## config.mk

```make
export PLATFORM = sky130hd
export DESIGN_NAME = mem_port_arbiter_flat
export DESIGN_NICKNAME = d
export VERILOG_FILES = /design/src/rtl/mem_port_arbiter_pkg.sv /design/src/rtl/mem_port_arbiter_if.sv /design/src/rtl/mem_arb_prio_sel.sv /design/src/rtl/mem_port_arbiter.sv /design/src/flat_wrapper.sv
export SDC_FILE = /design/constraint.sdc
export NUM_CORES = 1
export LEC_CHECK = 0
export BUFFER_PORTS_ARGS = -buffer_cell sky130_fd_sc_hd__buf_2
export CAP_MARGIN = 20
export CORE_AREA = 4 4 129 131
export CTS_BUF_LIST = sky130_fd_sc_hd__clkbuf_16
export DETAILED_ROUTE_END_ITERATION = 12
export DIE_AREA = 0 0 133 135
export PLACE_DENSITY = 0.68
export SYNTH_ARGS = -nofsm -noshare
export SYNTH_HDL_FRONTEND = slang
export SYNTH_HIERARCHICAL = 1
export SYNTH_SLANG_ARGS = --single-unit
export TNS_END_PERCENT = 5
```

## constraint.sdc

```tcl
create_clock -name clk -period 2.25 [get_ports clk]
set_input_delay 0.45 -clock clk [delete_from_list [all_inputs] [get_ports clk]]
set_output_delay 0.45 -clock clk [all_outputs]
set_load 0.01 [all_outputs]
```

## src/rtl/mem_port_arbiter_pkg.sv

```systemverilog
// Shared types for the main-memory port arbiter.
// Request bundle, FSM states and port indices.
package mem_port_arbiter_pkg;

   localparam int ARB_AW = 32;
   localparam int ARB_DW = 32;
   localparam int NPORT  = 3;

   localparam int PORT_RET_A = 0;
   localparam int PORT_RET_B = 1;
   localparam int PORT_FU    = 2;

   typedef enum logic [1:0] {
      IDLE,
      ISSUE,
      WAIT,
      RESP
   } arbState;

   typedef struct packed {
      logic              valid;
      logic              we;
      logic [ARB_AW-1:0] addr;
      logic [ARB_DW-1:0] wdata;
   } memArbReq;

endpackage

```

## src/rtl/mem_port_arbiter_if.sv

```systemverilog
// Requester and memory-side bus of the arbiter.
// slave = arbiter view, master = environment view.
interface mem_port_arbiter_if #(
   parameter int AW = 32,
   parameter int DW = 32
);
   logic [2:0]      req_valid;
   logic [2:0]      req_we;
   logic [3*AW-1:0] req_addr;
   logic [3*DW-1:0] req_wdata;
   logic [2:0]      req_ready;
   logic [2:0]      rsp_valid;
   logic [DW-1:0]   rsp_rdata;
   logic            rsp_err;
   logic            mem_req_valid;
   logic            mem_we;
   logic [AW-1:0]   mem_addr;
   logic [DW-1:0]   mem_wdata;
   logic            mem_rsp_valid;
   logic [DW-1:0]   mem_rdata;

   modport slave (
      input  req_valid, req_we, req_addr, req_wdata,
      input  mem_rsp_valid, mem_rdata,
      output req_ready, rsp_valid, rsp_rdata, rsp_err,
      output mem_req_valid, mem_we, mem_addr, mem_wdata
   );

   modport master (
      output req_valid, req_we, req_addr, req_wdata,
      output mem_rsp_valid, mem_rdata,
      input  req_ready, rsp_valid, rsp_rdata, rsp_err,
      input  mem_req_valid, mem_we, mem_addr, mem_wdata
   );
endinterface

```

## src/rtl/mem_arb_prio_sel.sv

```systemverilog
// Combinational winner select: port 0 > 1 > 2,
// with port 2 lifted to the top when promoted.
module mem_arb_prio_sel
   import mem_port_arbiter_pkg::*;
(
   input  logic [NPORT-1:0] req_valid,
   input  logic             promote,
   output logic [NPORT-1:0] grant
);

   // one-hot grant; slot a always ahead of slot b
   always_comb begin
      grant = '0;
      if (promote && req_valid[PORT_FU])
         grant[PORT_FU] = 1'b1;
      else if (req_valid[PORT_RET_A])
         grant[PORT_RET_A] = 1'b1;
      else if (req_valid[PORT_RET_B])
         grant[PORT_RET_B] = 1'b1;
      else if (req_valid[PORT_FU])
         grant[PORT_FU] = 1'b1;
   end

endmodule

```

## src/rtl/mem_port_arbiter.sv

```systemverilog
// Three-port arbiter onto one single-ported memory.
// Optional macro MEM_ARB_STARVE_GUARD_EN: port 2 anti-starvation.
module mem_port_arbiter
   import mem_port_arbiter_pkg::*;
#(
   parameter int AW           = ARB_AW,
   parameter int DW           = ARB_DW,
   parameter int TIMEOUT      = 16,
   parameter int STARVE_LIMIT = 4
)(
   input logic               clk,
   input logic               reset,
   mem_port_arbiter_if.slave bus
);

   localparam int CW = (TIMEOUT > 1) ? $clog2(TIMEOUT) : 1;

   arbState          state_q, state_d;
   logic [NPORT-1:0] win_q, win_d;
   logic             we_q, we_d;
   memArbReq         mem_q, mem_d;
   logic [CW-1:0]    wcnt_q, wcnt_d;
   logic [NPORT-1:0] rsp_valid_q, rsp_valid_d;
   logic [DW-1:0]    rsp_rdata_q, rsp_rdata_d;
   logic             rsp_err_q, rsp_err_d;

   logic [NPORT-1:0] grant;
   logic [NPORT-1:0] accept;
   logic             promote;
   logic             sel_we;
   logic [AW-1:0]    sel_addr;
   logic [DW-1:0]    sel_wdata;

   mem_arb_prio_sel u_sel (
      .req_valid (bus.req_valid),
      .promote   (promote),
      .grant     (grant)
   );

   // grants only in IDLE, never while reset is held
   always_comb begin
      accept = '0;
      if (reset && state_q == IDLE)
         accept = grant;
   end

   // payload mux for the granted port
   always_comb begin
      sel_we    = 1'b0;
      sel_addr  = '0;
      sel_wdata = '0;
      for (int i = 0; i < NPORT; i++) begin
         if (grant[i]) begin
            sel_we    = bus.req_we[i];
            sel_addr  = bus.req_addr[i*AW +: AW];
            sel_wdata = bus.req_wdata[i*DW +: DW];
         end
      end
   end

`ifdef MEM_ARB_STARVE_GUARD_EN
   logic [2:0] starve_q, starve_d;

   // count lost IDLE arbitrations of port 2
   always_comb begin
      starve_d = starve_q;
      if (|accept) begin
         if (accept[PORT_FU])
            starve_d = '0;
         else if (bus.req_valid[PORT_FU] && starve_q != 3'd7)
            starve_d = starve_q + 3'd1;
      end
   end

   // starvation counter register
   always_ff @(posedge clk or negedge reset) begin
      if (!reset)
         starve_q <= '0;
      else
         starve_q <= starve_d;
   end

   assign promote = int'(starve_q) >= STARVE_LIMIT;
`else
   localparam int unused_starve_limit = STARVE_LIMIT;
   assign promote = 1'b0;
`endif

   // next-state and registered-output logic
   always_comb begin
      state_d     = state_q;
      win_d       = win_q;
      we_d        = we_q;
      mem_d       = mem_q;
      wcnt_d      = wcnt_q;
      rsp_valid_d = '0;
      rsp_rdata_d = '0;
      rsp_err_d   = 1'b0;
      unique case (state_q)
         IDLE: begin
            if (|accept) begin
               win_d       = accept;
               we_d        = sel_we;
               mem_d.valid = 1'b1;
               mem_d.we    = sel_we;
               mem_d.addr  = ARB_AW'(sel_addr);
               mem_d.wdata = ARB_DW'(sel_wdata);
               state_d     = ISSUE;
            end
         end
         ISSUE: begin
            mem_d   = '0;
            wcnt_d  = '0;
            state_d = WAIT;
         end
         WAIT: begin
            wcnt_d = wcnt_q + CW'(1);
            if (bus.mem_rsp_valid) begin
               rsp_valid_d = win_q;
               rsp_rdata_d = we_q ? '0 : bus.mem_rdata;
               state_d     = RESP;
            end else if (wcnt_q == CW'(TIMEOUT - 1)) begin
               rsp_valid_d = win_q;
               rsp_err_d   = 1'b1;
               state_d     = RESP;
            end
         end
         RESP: begin
            win_d   = '0;
            we_d    = 1'b0;
            state_d = IDLE;
         end
         default: state_d = IDLE;
      endcase
   end

   // FSM, latches and registered outputs
   always_ff @(posedge clk or negedge reset) begin
      if (!reset) begin
         state_q     <= IDLE;
         win_q       <= '0;
         we_q        <= 1'b0;
         mem_q       <= '0;
         wcnt_q      <= '0;
         rsp_valid_q <= '0;
         rsp_rdata_q <= '0;
         rsp_err_q   <= 1'b0;
      end else begin
         state_q     <= state_d;
         win_q       <= win_d;
         we_q        <= we_d;
         mem_q       <= mem_d;
         wcnt_q      <= wcnt_d;
         rsp_valid_q <= rsp_valid_d;
         rsp_rdata_q <= rsp_rdata_d;
         rsp_err_q   <= rsp_err_d;
      end
   end

   assign bus.req_ready     = accept;
   assign bus.rsp_valid     = rsp_valid_q;
   assign bus.rsp_rdata     = rsp_rdata_q;
   assign bus.rsp_err       = rsp_err_q;
   assign bus.mem_req_valid = mem_q.valid;
   assign bus.mem_we        = mem_q.we;
   assign bus.mem_addr      = AW'(mem_q.addr);
   assign bus.mem_wdata     = DW'(mem_q.wdata);

endmodule
```

## src/flat_wrapper.sv

```systemverilog
// flat-port wrapper written by rule: the top's interface ports become plain ports
module mem_port_arbiter_flat import mem_port_arbiter_pkg::*;
#(
   parameter int AW           = ARB_AW,
   parameter int DW           = ARB_DW,
   parameter int TIMEOUT      = 16,
   parameter int STARVE_LIMIT = 4
)
  (clk, reset, bus_req_valid, bus_req_we, bus_req_addr, bus_req_wdata, bus_mem_rsp_valid, bus_mem_rdata, bus_req_ready, bus_rsp_valid, bus_rsp_rdata, bus_rsp_err, bus_mem_req_valid, bus_mem_we, bus_mem_addr, bus_mem_wdata);
  mem_port_arbiter_if #(.AW(AW), .DW(DW)) bus_i ();
  input logic clk;
  input logic reset;
  input wire logic [$bits(bus_i.req_valid)-1:0] bus_req_valid;
  input wire logic [$bits(bus_i.req_we)-1:0] bus_req_we;
  input wire logic [$bits(bus_i.req_addr)-1:0] bus_req_addr;
  input wire logic [$bits(bus_i.req_wdata)-1:0] bus_req_wdata;
  input wire logic [$bits(bus_i.mem_rsp_valid)-1:0] bus_mem_rsp_valid;
  input wire logic [$bits(bus_i.mem_rdata)-1:0] bus_mem_rdata;
  output wire logic [$bits(bus_i.req_ready)-1:0] bus_req_ready;
  output wire logic [$bits(bus_i.rsp_valid)-1:0] bus_rsp_valid;
  output wire logic [$bits(bus_i.rsp_rdata)-1:0] bus_rsp_rdata;
  output wire logic [$bits(bus_i.rsp_err)-1:0] bus_rsp_err;
  output wire logic [$bits(bus_i.mem_req_valid)-1:0] bus_mem_req_valid;
  output wire logic [$bits(bus_i.mem_we)-1:0] bus_mem_we;
  output wire logic [$bits(bus_i.mem_addr)-1:0] bus_mem_addr;
  output wire logic [$bits(bus_i.mem_wdata)-1:0] bus_mem_wdata;
  assign bus_i.req_valid = bus_req_valid;
  assign bus_i.req_we = bus_req_we;
  assign bus_i.req_addr = bus_req_addr;
  assign bus_i.req_wdata = bus_req_wdata;
  assign bus_i.mem_rsp_valid = bus_mem_rsp_valid;
  assign bus_i.mem_rdata = bus_mem_rdata;
  assign bus_req_ready = bus_i.req_ready;
  assign bus_rsp_valid = bus_i.rsp_valid;
  assign bus_rsp_rdata = bus_i.rsp_rdata;
  assign bus_rsp_err = bus_i.rsp_err;
  assign bus_mem_req_valid = bus_i.mem_req_valid;
  assign bus_mem_we = bus_i.mem_we;
  assign bus_mem_addr = bus_i.mem_addr;
  assign bus_mem_wdata = bus_i.mem_wdata;
  mem_port_arbiter #(.AW(AW), .DW(DW), .TIMEOUT(TIMEOUT), .STARVE_LIMIT(STARVE_LIMIT)) u_core (.clk(clk), .reset(reset), .bus(bus_i));
endmodule
```

### Word-level counts from Yosys, hierarchy flattened

Index checks and enable logic that the tools add are counted.

| storage, ports and cells | value |
|---|---|
| input port bits | 233 |
| output and inout port bits | 105 |
| register bits after elaboration | 112 |

| cells by class | value |
|---|---|
| reductions and logical operators | 9 |
| add/subtract/negate cells | 1 |
| multiplexer cells | 35 |
| equality and inequality tests | 6 |

Operator list:

| cell | count |
|---|---|
| two-way mux 32 bit | 9 |
| one-hot mux 66 bit (2 select lines) | 1 |
| two-way mux 66 bit | 1 |
| two-way mux 3 bit | 5 |
| two-way mux 1 bit | 11 |
| two-way mux 2 bit | 4 |
| one-hot mux 2 bit (4 select lines) | 1 |
| one-hot mux 4 bit (2 select lines) | 1 |
| one-hot mux 3 bit (2 select lines) | 1 |
| AND reduction 2 bit | 3 |
| nonzero test 2 bit | 3 |
| adder 4 x 1 -> 4 bit, second input constant | 1 |
| == test 2 bit, second input constant | 2 |
| == test 4 bit, second input constant | 1 |
| != test 3 x 2 -> 1 bit, second input constant | 1 |
| OR reduction 3 bit | 1 |
| == test 2 x 1 -> 1 bit, second input constant | 1 |
| zero test 2 bit | 1 |
| != test 2 bit, second input constant | 1 |
| one-hot mux 1 bit (2 select lines) | 1 |
| logical AND 1 bit | 1 |

### Depth between registers and ports, before layout

| logic depth | value |
|---|---|
| depth after elaboration | 7 |
| depth in mapped cells | 8 |
| depth with buffers taken out | 5 |

### Cells and area by module

Netlist, hierarchy kept.

Modules (own cells, without submodules):

| module | instances | area each (um^2) | cells an instance |
|---|---|---|---|
| mem_port_arbiter | 1 | 5431.5 | 446 |
| mem_arb_prio_sel | 1 | 38.8 | 5 |

### Least setup slack after synthesis

OpenSTA, ideal clock, no wires.

| timing | value |
|---|---|
| path type | input port to output port |
| start | input bus_req_valid[1] |
| end | output bus_req_ready[1] |
| buffers on the path | 3 |
| arrival | 1.390 ns |
| stages on the path | 6 |
| setup slack | 0.410 ns |
| path through | inv_1 > a211oi_2 > buf_6 > buf_2 > buf_2 > and3_1 |

| between the ends | value |
|---|---|
| word-level cells in the longest chain between the ends | 3 |

RTL lines:

| element | line | RTL |
|---|---|---|
| from (decl) | flat_wrapper.sv:13 | `input wire logic [$bits(bus_i.req_valid)-1:0] bus_req_valid;` |
| two-way mux 1 bit | mem_arb_prio_sel.sv:18 | `else if (req_valid[PORT_RET_B])` |
| two-way mux 2 bit | mem_arb_prio_sel.sv:16 | `else if (req_valid[PORT_RET_A])` |
| via u_core.grant[1] | mem_port_arbiter.sv:27 | `logic [NPORT-1:0] grant;` |
| two-way mux 3 bit | mem_port_arbiter.sv:43 | `if (reset && state_q == IDLE)` |
| to (decl) | flat_wrapper.sv:19 | `output wire logic [$bits(bus_i.req_ready)-1:0] bus_req_ready;` |

The timed path passes the listed nets, and every way through them passes these cells.

### Final worst setup path

| timing | value |
|---|---|
| start | register u_core.state_q[0] |
| end | output bus_req_ready[0] |

| between the ends | value |
|---|---|
| word-level cells in the longest chain between the ends | 3 |

RTL lines:

| element | line | RTL |
|---|---|---|
| from (decl) | mem_port_arbiter.sv:18 | `arbState state_q, state_d;` |
| from (signal assigned) | mem_port_arbiter.sv:149 | `state_q <= state_d;` |
| zero test 2 bit | mem_port_arbiter.sv:43 |  |
| logical AND 1 bit | mem_port_arbiter.sv:43 |  |
| two-way mux 3 bit | mem_port_arbiter.sv:43 |  |

No other way between the ends.

==> flow_metrics.env <==
export IMPL_status="finished, final reports clean"
export IMPL_clock_tree_buffer_depth=2
export IMPL_finalSetupViolCount=0
export IMPL_final_util=0.492
export IMPL_fill_cells=1485
export IMPL_ios=338
export IMPL_maxSlewHeadroom=0.463
export IMPL_num_rows=46
export IMPL_rsz0062_at_grt="false"
export IMPL_cts_root_buffer="clkbuf_16"
export IMPL_drc=0
export IMPL_r2r_slack_ps=240
export IMPL_syn_area_per_cell_um2=12.1
export IMPL_synth_edf_count=0
export IMPL_max_slew_worst_pin_slew_ps=806
export IMPL_hold_class="input port to flip-flop"
export IMPL_hpwl_um=13200
export IMPL_hold_path_end="u_core/bus.rsp_err"
export IMPL_path_delay_family="flip-flops"
export IMPL_synth_seq_cells=112
export IMPL_required_ps=1800
export IMPL_tritoncts="done"
export IMPL_drv_cap=0
export IMPL_port_buffer_count=337
export IMPL_start_util=0.351
export IMPL_tns_ps=0
export IMPL_r2r_start="u_core/state_q[0]"
export IMPL_hold_start="bus_mem_rsp_valid"
export IMPL_synth_area_mm2=0.00547
export IMPL_diodes=0
export IMPL_layout_min_cycle_time_ps=2140
export IMPL_grt_max_degree=89
export IMPL_via_count=5133
export IMPL_numCtsBuffers=9
export IMPL_grt_pass1_wl_um=27500
export IMPL_r2r_end="u_core/bus.mem_wdata[20]"
export IMPL_ys_seq_area_frac=0.512
export IMPL_grt_pass1_vias=5300
export IMPL_worst_setup_path_end_kind="output pin"
export IMPL_holdPathStages=2
export IMPL_cts_sinks=112
export IMPL_finalClockSkew_ps=6.06
export IMPL_layout_drive_gt1_share=0.487
export IMPL_syn_inst=451
export IMPL_worst_endpoint_arrival_ps=1690
export IMPL_antenna_found_initial=0
export IMPL_viasPerCell=5.18
export IMPL_postRouteAntennaNets=0
export IMPL_cp_max_fo=11
export IMPL_cpMaxStageDelayCell="dfrtp_1"
export IMPL_multiInputGateArea_mm2=0.00238
export IMPL_hold_viol_final=0
export IMPL_cp_startpoint="u_core/state_q[0]"
export IMPL_drt_pass1_iterations=6
export IMPL_fin_nets=1008
export IMPL_area_growth_pct=40.2
export IMPL_ir_drop_uv=516
export IMPL_cp_num_buf_inv=2
export IMPL_coreArea_mm2=0.0156
export IMPL_fmax_mhz=468
export IMPL_p_per_area_mw_per_mm2=1040
export IMPL_clock_latency_ps=360
export IMPL_fin_crit_sh=0.949
export IMPL_crit_chain="inv_1 > ha_1 > and3_1 > buf_2"
export IMPL_place_gp_congestion=0.756
export IMPL_worstSetupStartpointType="flip-flop"
export IMPL_die_area_mm2=0.0180
export IMPL_holdWs_ps=263
export IMPL_async_flop_share=1.00
export IMPL_slowest_delay_ps=410
export IMPL_dieWidth_um=133
export IMPL_drv_slew=0
export IMPL_yosysWarnings=6
export IMPL_die_y_um=135
export IMPL_synth_distinct_cells=37
export IMPL_crit_type="flip-flop to output pin"
export IMPL_p_leak_uw=0.00401
export IMPL_gr_usage_all_layers=0.190
export IMPL_ys_flop_type="dfrtp_1"
export IMPL_drtIter0Drc=220
export IMPL_clk_transition_reported_paths_ps=80
export IMPL_rr_worst_depth=6
export IMPL_overflow=0
export IMPL_wl_per_cell_um=18.2
export IMPL_htreeDepth=3
export IMPL_drt_wl_total_um=18000
export IMPL_regArea_mm2=0.00280
[report_power, final]
part	internal, uW	switching (uW)	total [uW]
Combinational	1460	1700	3160
Sequential	2740	400	3140
Clock	813	868	1680
Total	5010	2970	7980
[cells by family after synthesis]
family                     count (synthesis)  share of synthesized area
adders and majority gates                  6                     0.0137
DFF                                      112                      0.512
AOI/OAI and AO/OA                        153                      0.271
buffers and inverters                     57                     0.0608
muxes                                      3                    0.00549
and+or+nand+nor                          119                      0.135
other                                      1                   0.000686
[layer usage]
| metal | routed length [um] | vias up | GRT usage |
|---|---|---|---|
| li1 | - | 2391 | - |
| met1 | 6920 | 2494 | 0.222 |
| met2 | 9210 | 231 | 0.338 |
| met3 | 1610 | 17 | 0.0544 |
| met4 | 257 | 0 | 0.0600 |
| met5 | 0 | - | 0 |
[stage by stage]
| step | cell area [um^2] | setup WS, ps | cells | total power (uW) |
|---|---|---|---|---|
| final | 7670 | 114 | 990 | 7980 |
| after global routing | 7670 | 3.32 | 990 | 8480 |
| after CTS | 7670 | 40.4 | 990 | 8100 |
| after detailed placement | 7340 | 54.6 | 973 | 6380 |
| after global placement | 7340 | 95.9 | 973 | 6340 |
| after floorplan | 5480 | 410 | 453 | 5040 |
[cells in the final DEF (no fill, tap or decap), types with 2 or more instances in the layout]
| master | instances |
|---|---|
| inv_8 | 2 |
| a32o_1 | 64 |
| ha_1 | 6 |
| o21ai_0 | 2 |
| a221o_1 | 64 |
| buf_2 | 336 |
| nand2b_1 | 66 |
| mux2i_1 | 3 |
| and3_1 | 3 |
| buf_12 | 4 |
| a31oi_1 | 2 |
| clkbuf_16 | 9 |
| nand3_1 | 3 |
| clkinv_8 | 3 |
| o2bb2ai_1 | 5 |
| conb_1 | 3 |
| inv_1 | 8 |
| a21oi_1 | 5 |
| buf_4 | 11 |
| dfrtp_1 | 112 |
| nor2b_1 | 2 |
| nor3b_1 | 2 |
| and2_1 | 36 |
[cells in the mapped netlist (3+ instances only)]
| master | instances | area share |
|---|---|---|
| a21oi_1 | 5 | 0.0046 |
| a221o_1 | 64 | 0.12 |
| a32o_1 | 64 | 0.12 |
| and2_1 | 36 | 0.041 |
| and3_1 | 3 | 0.0034 |
| buf_2 | 17 | 0.016 |
| buf_6 | 13 | 0.027 |
| clkbuf_1 | 17 | 0.012 |
| dfrtp_1 | 112 | 0.51 |
| ha_1 | 6 | 0.014 |
| inv_1 | 8 | 0.0055 |
| mux2i_1 | 3 | 0.0055 |
| nand2b_1 | 66 | 0.075 |
| nand3_1 | 3 | 0.0027 |
| nor2b_1 | 3 | 0.0034 |
| o2bb2ai_1 | 5 | 0.0080 |
[state kept, by name, indices dropped and copies added (netlist names), 2 cells and up]
register and flops:
u_core/bus.mem_addr 32, u_core/state_q 2, u_core/win_q 3, u_core/bus.mem_wdata 32, u_core/wcnt_q 4, u_core/bus.rsp_rdata 32
u_core/bus.rsp_valid 3
[timing repair]
item                                    in CTS  in global routing
endpoints found under the setup margin       0                  1
resized for setup                            0                  1
hold buffers                                 1                  0
buffers inserted                             0                  0
endpoints found under the hold margin        2                  0
[cell type report]
class	count	area share
Clock buffer	9	0.0294
Clock inverter	7	0.0124
Inverter	9	0.00440
Multi-Input combinational cell	284	0.310
Sequential cell	112	0.365
Tap cell	216	0.0352
Timing Repair Buffer	353	0.243
[worst max path at each step]
stage,to,slack (ps),depth (start not counted)
after detailed placement,bus_req_ready[1],50,6
after CTS,bus_req_ready[1],40,6
after global routing,bus_req_ready[2],3,4
after floorplan,bus_req_ready[1],410,6
final,bus_req_ready[0],110,4
after global placement,bus_req_ready[1],100,6
Note: power is estimated with default switching activity, not from simulation.
